===== src/rtl/project_mux_sequencer_pkg.sv =====
// Shared types and helpers for the project output mux sequencer.
// Holds the FSM state encoding, default slot geometry and counter sizing.
package harness_pkg;

    typedef enum logic [1:0] {
        RUN,
        QUIESCE,
        HOLDRST
    } mux_state_t;

    localparam int unsigned NPROJ_DEF  = 16;
    localparam int unsigned DWIDTH_DEF = 16;

    // Bits needed to hold 0..v-1, never fewer than one.
    function automatic int unsigned clog2_min1(input int unsigned v);
        return (v <= 32'd2) ? 32'd1 : 32'($clog2(v));
    endfunction

endpackage


===== src/rtl/project_mux_sequencer_sel_debounce.sv =====
// Debounces the Wishbone project select: a value is accepted only after it has
// been sampled STABLE_CYC times in a row.
module sel_debounce
    import harness_pkg::*;
#(
    parameter int unsigned SELW       = 8,
    parameter int unsigned STABLE_CYC = 4
) (
    input  logic            clk_i,
    input  logic            rst_i,
    input  logic [SELW-1:0] i_sel,
    output logic [SELW-1:0] o_sel
);

    localparam int unsigned CW = clog2_min1(STABLE_CYC + 1);

    logic [SELW-1:0] r_cand;
    logic [SELW-1:0] r_accepted;
    logic [CW-1:0]   r_cnt;
    logic [CW-1:0]   w_cnt_nxt;

    always_comb begin
        w_cnt_nxt = r_cnt;
        if (i_sel != r_cand) begin
            w_cnt_nxt = CW'(1);
        end else if (r_cnt != CW'(STABLE_CYC)) begin
            w_cnt_nxt = r_cnt + CW'(1);
        end
    end

    always_ff @(posedge clk_i or posedge rst_i) begin
        if (rst_i) begin
            r_cand     <= '0;
            r_cnt      <= '0;
            r_accepted <= '0;
        end else begin
            r_cand <= i_sel;
            r_cnt  <= w_cnt_nxt;
            // Once saturated the candidate equals the accepted value, so reloading is harmless.
            if (w_cnt_nxt == CW'(STABLE_CYC)) begin
                r_accepted <= i_sel;
            end
        end
    end

    assign o_sel = r_accepted;

endmodule


===== src/rtl/project_mux_sequencer.sv =====
// Selects one student project onto the pad bus, switching safely by quiescing
// the pads and holding the incoming project in reset before connecting it.
module project_mux_sequencer
    import harness_pkg::*;
#(
    parameter int unsigned NPROJ       = NPROJ_DEF,
    parameter int unsigned DWIDTH      = DWIDTH_DEF,
    parameter int unsigned SELW        = 8,
    parameter int unsigned STABLE_CYC  = 4,
    parameter int unsigned QUIESCE_CYC = 2,
    parameter int unsigned HOLD_CYC    = 3
) (
    input  logic                    wb_clk_i,
    input  logic                    wb_rst_i,
    input  logic [SELW-1:0]         wb_sel,
    input  logic [NPROJ*DWIDTH-1:0] proj_out_i,
    output logic [NPROJ-1:0]        proj_rst_o,
    output logic [DWIDTH-1:0]       io_out,
    output logic [DWIDTH-1:0]       io_oeb,
    output logic [SELW-1:0]         active_sel_o,
    output logic                    switching_o
);

    localparam int unsigned CNT_MAX = (QUIESCE_CYC > HOLD_CYC) ? QUIESCE_CYC : HOLD_CYC;
    localparam int unsigned CNTW    = clog2_min1(CNT_MAX);

    mux_state_t        r_state;
    logic [CNTW-1:0]   r_cnt;
    logic [SELW-1:0]   r_active;
    logic [DWIDTH-1:0] r_io_out;
    logic [DWIDTH-1:0] r_io_oeb;
    logic [NPROJ-1:0]  r_proj_rst;
    logic              r_switching;

    logic [SELW-1:0]   w_accepted;
    logic [DWIDTH-1:0] w_slot;
    logic [NPROJ-1:0]  w_conn_rst;
    logic              w_populated;

    sel_debounce #(
        .SELW       (SELW),
        .STABLE_CYC (STABLE_CYC)
    ) u_debounce (
        .clk_i (wb_clk_i),
        .rst_i (wb_rst_i),
        .i_sel (wb_sel),
        .o_sel (w_accepted)
    );

    // Data and reset pattern for the active slot; unpopulated indices stay fully quiet.
    always_comb begin
        w_populated = (32'(r_active) < NPROJ);
        w_slot      = '0;
        w_conn_rst  = '1;
        for (int unsigned k = 0; k < NPROJ; k++) begin
            if (32'(r_active) == k) begin
                w_slot        = proj_out_i[k*DWIDTH +: DWIDTH];
                w_conn_rst[k] = 1'b0;
            end
        end
    end

    always_ff @(posedge wb_clk_i or posedge wb_rst_i) begin
        if (wb_rst_i) begin
            // Reset enters a full HOLDRST for project 0.
            r_state     <= HOLDRST;
            r_cnt       <= CNTW'(HOLD_CYC - 1);
            r_active    <= '0;
            r_io_out    <= '0;
            r_io_oeb    <= '1;
            r_proj_rst  <= '1;
            r_switching <= 1'b1;
        end else begin
            r_io_out    <= '0;
            r_io_oeb    <= '1;
            r_proj_rst  <= '1;
            r_switching <= 1'b1;
            case (r_state)
                RUN: begin
                    if (w_accepted != r_active) begin
                        r_state <= QUIESCE;
                        r_cnt   <= CNTW'(QUIESCE_CYC - 1);
                    end else begin
                        r_switching <= 1'b0;
                        if (w_populated) begin
                            r_io_out   <= w_slot;
                            r_io_oeb   <= '0;
                            r_proj_rst <= w_conn_rst;
                        end
                    end
                end
                QUIESCE: begin
                    if (r_cnt == '0) begin
                        r_active <= w_accepted;
                        r_state  <= HOLDRST;
                        r_cnt    <= CNTW'(HOLD_CYC - 1);
                    end else begin
                        r_cnt <= r_cnt - CNTW'(1);
                    end
                end
                HOLDRST: begin
                    if (r_cnt == '0) begin
                        r_state     <= RUN;
                        r_switching <= 1'b0;
                        if (w_populated) begin
                            r_io_out   <= w_slot;
                            r_io_oeb   <= '0;
                            r_proj_rst <= w_conn_rst;
                        end
                    end else begin
                        r_cnt <= r_cnt - CNTW'(1);
                    end
                end
                default: begin
                    r_state <= HOLDRST;
                    r_cnt   <= CNTW'(HOLD_CYC - 1);
                end
            endcase
        end
    end

    assign io_out       = r_io_out;
    assign io_oeb       = r_io_oeb;
    assign proj_rst_o   = r_proj_rst;
    assign active_sel_o = r_active;
    assign switching_o  = r_switching;

endmodule


===== config.mk =====
export PLATFORM = sky130hd
export DESIGN_NAME = project_mux_sequencer
export DESIGN_NICKNAME = d
export VERILOG_FILES = /design/src/rtl/project_mux_sequencer_pkg.sv /design/src/rtl/project_mux_sequencer_sel_debounce.sv /design/src/rtl/project_mux_sequencer.sv
export SDC_FILE = /design/constraint.sdc
export NUM_CORES = 1
export LEC_CHECK = 0
export ABC_AREA = 1
export CAP_MARGIN = 25
export CORE_AREA = 2 2 124 126
export CTS_CLUSTER_SIZE = 28
export DETAILED_ROUTE_END_ITERATION = 7
export DIE_AREA = 0 0 126 128
export GPL_ROUTABILITY_DRIVEN = 0
export PLACE_DENSITY = 0.73
export SYNTH_ARGS = -nofsm -noshare
export SYNTH_HDL_FRONTEND = slang
export SYNTH_SLANG_ARGS = --single-unit

===== constraint.sdc =====
create_clock -name wb_clk_i -period 5.6 [get_ports wb_clk_i]
set_clock_uncertainty 0.2 [all_clocks]
set_input_delay 0.56 -clock wb_clk_i [delete_from_list [all_inputs] [get_ports wb_clk_i]]
set_output_delay 0.56 -clock wb_clk_i [all_outputs]
set_load 0.005 [all_outputs]

==> impl_metrics.yaml, run 1 <==
layout:
  fin_cells: 1217
  fin_nets: 1294
  drive_above_1_share: 0.07677
  syn2layout_area_growth_pct: 74.04
  layout_commonest_cell: "clkdlybuf4s50_1"
  diodes: 0
  final_cell_mix: "clkdlybuf4s50_1 (322), nand2_1 (211), nor2_1 (104)"
global_route:
  grt_max_degree: 66
  gr-max-usage-layer: "met2"
  grt_util_met2: 0.4428
  use_met1: 0.3312
  use_met3: 0.07679
  track_usage: 0.2652
  antenna_found_initial: 0
  grt_pass1_vias: 5671
  gr-total-overflow: 0
  grt_first_pass_wirelength_mm: 32.61
hold_path:
  holdPathStages: 2
  min_path_type: "register to register"
  min-delay-start: "r_cnt[1]"
  min_to: "r_cnt[1]"
placement:
  io_buffers: 322
  hpwl_mm: 17.60
  dp_cells: 1201
pwr:
  swShare: 0.3814
  vdd_ir_drop_max_mv: 0.1566
  power.density_nw_per_um2: 241.8
  comb_power_share: 0.445
  p_leak_nw: 3.706
  p_total_mw: 2.006
  p_switching_mw: 0.7651
  p_int_mw: 1.241
  p_seq_frac: 0.290
  pwr-share-clk: 0.265
timing:
  fmax_mhz: 281.3
  hold_viol: 0
  post-route-min-period_ns: 3.554
  slew_headroom: 0.3572
  slew_violations: 0
  rsz0062_at_grt: "false"
  period_share: 0.6347
  tns_ns: 0
  finalSetupViolations: 0
  tightest_slew_ns: 0.9606
synthesis:
  synthDistinctLibCells: 33
  synthFlopType: "dfrtp_1"
  ys_ff_latch: 65
  synthArstFlopShare: 1.000
  syn_avg_cell_area_um2: 6.548
  ys_warn_count: 0
  synth_area_um2: 4767
  synthesis.instances: 728
  synth_edf_count: 0
  yosysSeqAreaShare: 0.3465
  syn-num-nets: 998
clocking:
  cts_setup_buffers: 0
  cts_resized: 0
  cts_buffers: 9
  clkTransAtPathRegs_ns: 0.06
  holdBufCountCts: 0
  cts_tree: "built"
  clock_path_buffers: 2
  cts_root_buf: "clkbuf_16"
  cts_sinks: 65
  htreeDepth: 3
  clock_latency_ns: 0.33
outcome:
  status: "finished clean"
setup_path:
  rr_worst_depth: 11
  cp-end-kind: "register"
  required_ns: 5.63
  cp-start-kind: "register"
  regToRegStartpoint: "active_sel_o[4]"
  r2r_setup_slack_ns: 2.05
  arrival_ns: 3.58
  critPathKind: "register to register"
  reg2reg_to: "io_out[0]"
  cp_max_fo: 35
floorplan:
  dieArea_um2: 16130
  die_x_um: 126
  start_util: 0.3207
  die_h_um: 128
  core_um2: 14860
  pin_count: 323
  row_count: 45
detailed_routing:
  antenna_left: 0
  wl_per_cell_um: 18.23
  first_pass_iters: 5
  initialDrtViolationCount: 403
  num_vias: 5936
  drc: 0
  drt-total-wl_mm: 22.19
  viasPerCell: 4.878
job:
  cap_violations: 0
[cells by family (layout without fill, tap and decap cells)]
logic type	Yosys count	in the layout	share of synthesized area
flip-flops	65	65	0.3465
buffers and inverters	128	429	0.1197
AND/OR/NAND/NOR	442	442	0.4042
XOR/XNOR	14	14	0.02572
adder cells (fa/ha/maj)	4	4	0.01050
multiplexers	6	6	0.01890
AO/OA/AOI/OAI	69	69	0.07454
[power by group through the flow]
| stage | registers (mW) | clock network (mW) | logic (mW) |
|---|---|---|---|
| 2_1_floorplan | 0.585 | 0 | 0.464 |
| 3_3_place_gp | 0.585 | 0 | 0.876 |
| 3_5_place_dp | 0.590 | 0 | 0.887 |
| 4_1_cts | 0.582 | 0.546 | 0.892 |
| 5_1_grt | 0.594 | 0.566 | 0.985 |
| 6_report | 0.582 | 0.532 | 0.892 |
[how the worst max path moves through the flow]
stage / from / to / cells after the start
6_report: active_sel_o[4] / io_out[0] / 11
5_1_grt: active_sel_o[6] / io_out[0] / 11
4_1_cts: active_sel_o[4] / io_out[0] / 11
3_5_place_dp: active_sel_o[4] / io_out[0] / 11
3_3_place_gp: active_sel_o[6] / io_out[0] / 11
2_1_floorplan: wb_rst_i / active_sel_o[0] / 1
[cell type report]
class | instances | area, µm²
fill | 1464 | 6568
timing repair buffer | 327 | 3261
multi-input combinational | 535 | 2545
sequential | 65 | 1652
inverter | 86 | 322.8
clock buffer | 10 | 239.0
tap | 188 | 235.2
clock inverter | 6 | 42.54
[synthesized netlist by cell type (8+ instances only)]
cell	instances	area [µm²]
buf_2	18	90.09
o21ai_0	16	80.08
a21oi_1	47	235.2
dfstp_2	20	525.5
or2_2	12	75.07
nand4_1	47	294.0
inv_1	81	304.0
nor2_2	8	50.05
dfrtp_1	45	1126
nand3_1	48	240.2
buf_4	16	120.1
nand2_1	211	792.0
xor2_1	8	70.07
nor2_1	104	390.4
[metal layers]
layer	vias to the layer above	share of wire
met2	306	0.47
li1	2891	-
met3	40	0.11
met1	2699	0.40
met5	-	0
met4	0	0.027
[sequential cells by signal, indices dropped and copies added, names as in the netlist, 2 cells and up]
| signal | count |
|---|---|
| u_debounce.o_sel | 8 |
| active_sel_o | 8 |
| proj_rst_o | 16 |
| r_cnt | 2 |
| u_debounce.r_cnt | 3 |
| io_out | 16 |
| r_state | 2 |
| u_debounce.r_cand | 8 |
[stage by stage]
step / hold slack [ns] / worst slack [ns] / utilization / area, µm²
after floorplan: 0.2814 / 3.247 / - / 4767
after global placement: 0.3048 / 2.194 / 0.5392 / 8015
after detailed placement: 0.3116 / 2.109 / 0.5392 / 8015
after CTS: 0.3257 / 2.095 / 0.5582 / 8297
after global routing: 0.3436 / 1.725 / 0.5582 / 8297
final: 0.3162 / 2.046 / 0.5582 / 8297
[critical path, cell delays in order, from the launching register on]
cell and delay, ns:
dfrtp_1 0.42, nor2_1 0.16, nand2_1 0.17, inv_2 0.47, nand2_2 0.15, nor2_1 0.76
inv_1 0.45, or2_2 0.39, nand2_1 0.08, nand4_1 0.08, nand2_1 0.07, inv_1 0.04
(Power assumes the default switching activity.)
==> inputs of run 2 (changes only) <==
CORE_AREA = unset   (was 2 2 124 126)
CORE_ASPECT_RATIO = 0.7   (was unset)
CORE_UTILIZATION = 33   (was unset)
DIE_AREA = unset   (was 0 0 126 128)
PLACE_DENSITY = 0.78   (was 0.73)
clock period = 2.9 ns   (was 5.6 ns; I/O delays follow)
==> run 2 against run 1 <==
  * Routed wire length decreased by 5.3%
  * First-iteration DRC count decreased by 29%
  * Clock power increased by 87%
  * Fmax increased by 37%
  * Non-clock buffer count increased by 19
  * Die area decreased by 7.4%
  * Power increased by 95%
  * Critical path depth unchanged
  * Critical endpoint is now io_out[8]
  * Register-to-register slack got worse by 1.7 ns
  * Combinational power increased by 98%
  * Flip-flop and latch count unchanged
==> impl_metrics.yaml, run 2 (synthesis results as in run 1) <==
setup_path:
  cp_max_fo: 13
  cp-end-kind: "register"
  arrival_ns: 2.62
  rr_worst_depth: 11
  critPathKind: "register to register"
  cp-start-kind: "register"
  required_ns: 2.93
layout:
  layout_commonest_cell: "clkdlybuf4s50_1"
  diodes: 0
  postLayoutCellArea_um2: 8449
  drive_above_1_share: 0.09256
  final_cell_mix: "clkdlybuf4s50_1 (322), nand2_1 (211), nor2_1 (104)"
  fin_nets: 1313
  syn2layout_area_growth_pct: 77.24
clocking:
  holdBufCountCts: 0
  clock_latency_ns: 0.33
  clkTransAtPathRegs_ns: 0.06
  cts_sinks: 65
  htreeDepth: 3
  clock_path_buffers: 2
  cts_tree: "built"
  cts_buffers: 9
  cts_resized: 0
  cts_root_buf: "clkbuf_16"
  cts_setup_buffers: 0
detailed_routing:
  first_pass_iters: 5
  viasPerCell: 4.863
  antenna_left: 0
  wl_per_cell_um: 16.97
  num_vias: 6021
  drt-total-wl_mm: 21.01
  initialDrtViolationCount: 286
  drc: 0
pwr:
  power.density_nw_per_um2: 462.3
  vdd_ir_drop_max_mv: 0.2869
  p_leak_nw: 3.808
timing:
  slew_headroom: 0.5951
  tns_ns: 0
  slew_violations: 0
  hold_viol: 0
  rsz0062_at_grt: "false"
  finalSetupViolations: 0
  post-route-min-period_ns: 2.590
  fmax_mhz: 386.0
  tightest_slew_ns: 0.6057
  period_share: 0.8932
global_route:
  grt_first_pass_wirelength_mm: 30.96
  grt_max_degree: 66
  gr-total-overflow: 0
  grt_pass1_vias: 5690
  antenna_found_initial: 0
  track_usage: 0.2753
placement:
  hpwl_mm: 16.68
  placed_area_um2: 8185
  io_buffers: 322
floorplan:
  row_count: 36
  die_x_um: 145.7
  start_util: 0.3403
  dieArea_um2: 14940
  core_um2: 14010
  die_h_um: 102.6
  pin_count: 323
hold_path:
  min_path_type: "input port to async pin"
job:
  cap_violations: 0
outcome:
  status: "finished clean"
[run 2: changes by cell type in the layout (fill, tap and decap cells not counted)]
cell / delta
clkbuf_8: -1
buf_4: +17
clkinv_2: +2
inv_6: -1
buf_12: +2
clkbuf_1: +1
clkinv_4: -1
[run 2: worst paths after layout]
check	from	to	slack [ns]
worst max-delay path	active_sel_o[6]	io_out[8]	0.31
worst min-delay path	wb_rst_i	io_out[5]	0.15
worst max register to register	active_sel_o[6]	io_out[8]	0.31
worst min register to register	u_debounce.o_sel[7]	u_debounce.o_sel[7]	0.33
max in group asynchronous	wb_rst_i	proj_rst_o[1]	2.01
min in group wb_clk_i	wb_sel[0]	u_debounce.r_cand[0]	0.25
[run 2: worst max-delay path, cell delays in order (launching register included)]
cell,delay [ns]
dfrtp_1,0.41
nor2_1,0.19
nand2_1,0.18
inv_2,0.27
nand2_2,0.13
nor2_1,0.14
inv_1,0.26
or2_2,0.37
nand2_1,0.07
nand4_1,0.13
nand2_1,0.09
inv_1,0.04
[run 2: layout make-up]
cell class	count	area, µm²
flip-flops and latches	65	1652
repair buffers	346	3428
inverters	86	322.8
well taps	190	237.7
fillers	1296	5559
clock buffers	10	229.0
clock inverters	6	35.03
multi-input cells	535	2545
[run 2: layer usage]
| layer | part of all wire | wire (µm) | GRT usage | vias up |
|---|---|---|---|---|
| met5 | 0 | 0 | 0 | - |
| met4 | 0.015 | 324 | 0.08340 | 0 |
| met3 | 0.070 | 1462 | 0.05531 | 23 |
| met2 | 0.48 | 10010 | 0.4645 | 289 |
| met1 | 0.44 | 9221 | 0.3608 | 2778 |
| li1 | - | - | - | 2931 |
[run 2: report_power, final]
| group | leakage [nW] | total, mW | internal, mW | switching (mW) |
|---|---|---|---|---|
| Combinational | 2.88 | 1.77 | 0.832 | 0.943 |
| Sequential | 0.796 | 1.14 | 1.02 | 0.115 |
| Clock | 0.128 | 0.996 | 0.572 | 0.424 |
| Total | 3.81 | 3.91 | 2.42 | 1.48 |
[run 2: through the flow]
step / worst slack, ns / power, mW / cells / utilization / hold slack (ns)
after detailed placement: 0.1464 / 2.916 / 1222 / 0.5843 / 0.3086
final: 0.3096 / 3.906 / 1238 / 0.6032 / 0.1502
after floorplan: 0.8122 / 2.025 / 728 / - / 0.1214
after global routing: 0.06501 / 4.165 / 1238 / 0.6032 / 0.2074
after global placement: 0.1906 / 2.878 / 1222 / 0.5843 / 0.3058
after CTS: 0.3189 / 3.929 / 1238 / 0.6032 / 0.1628
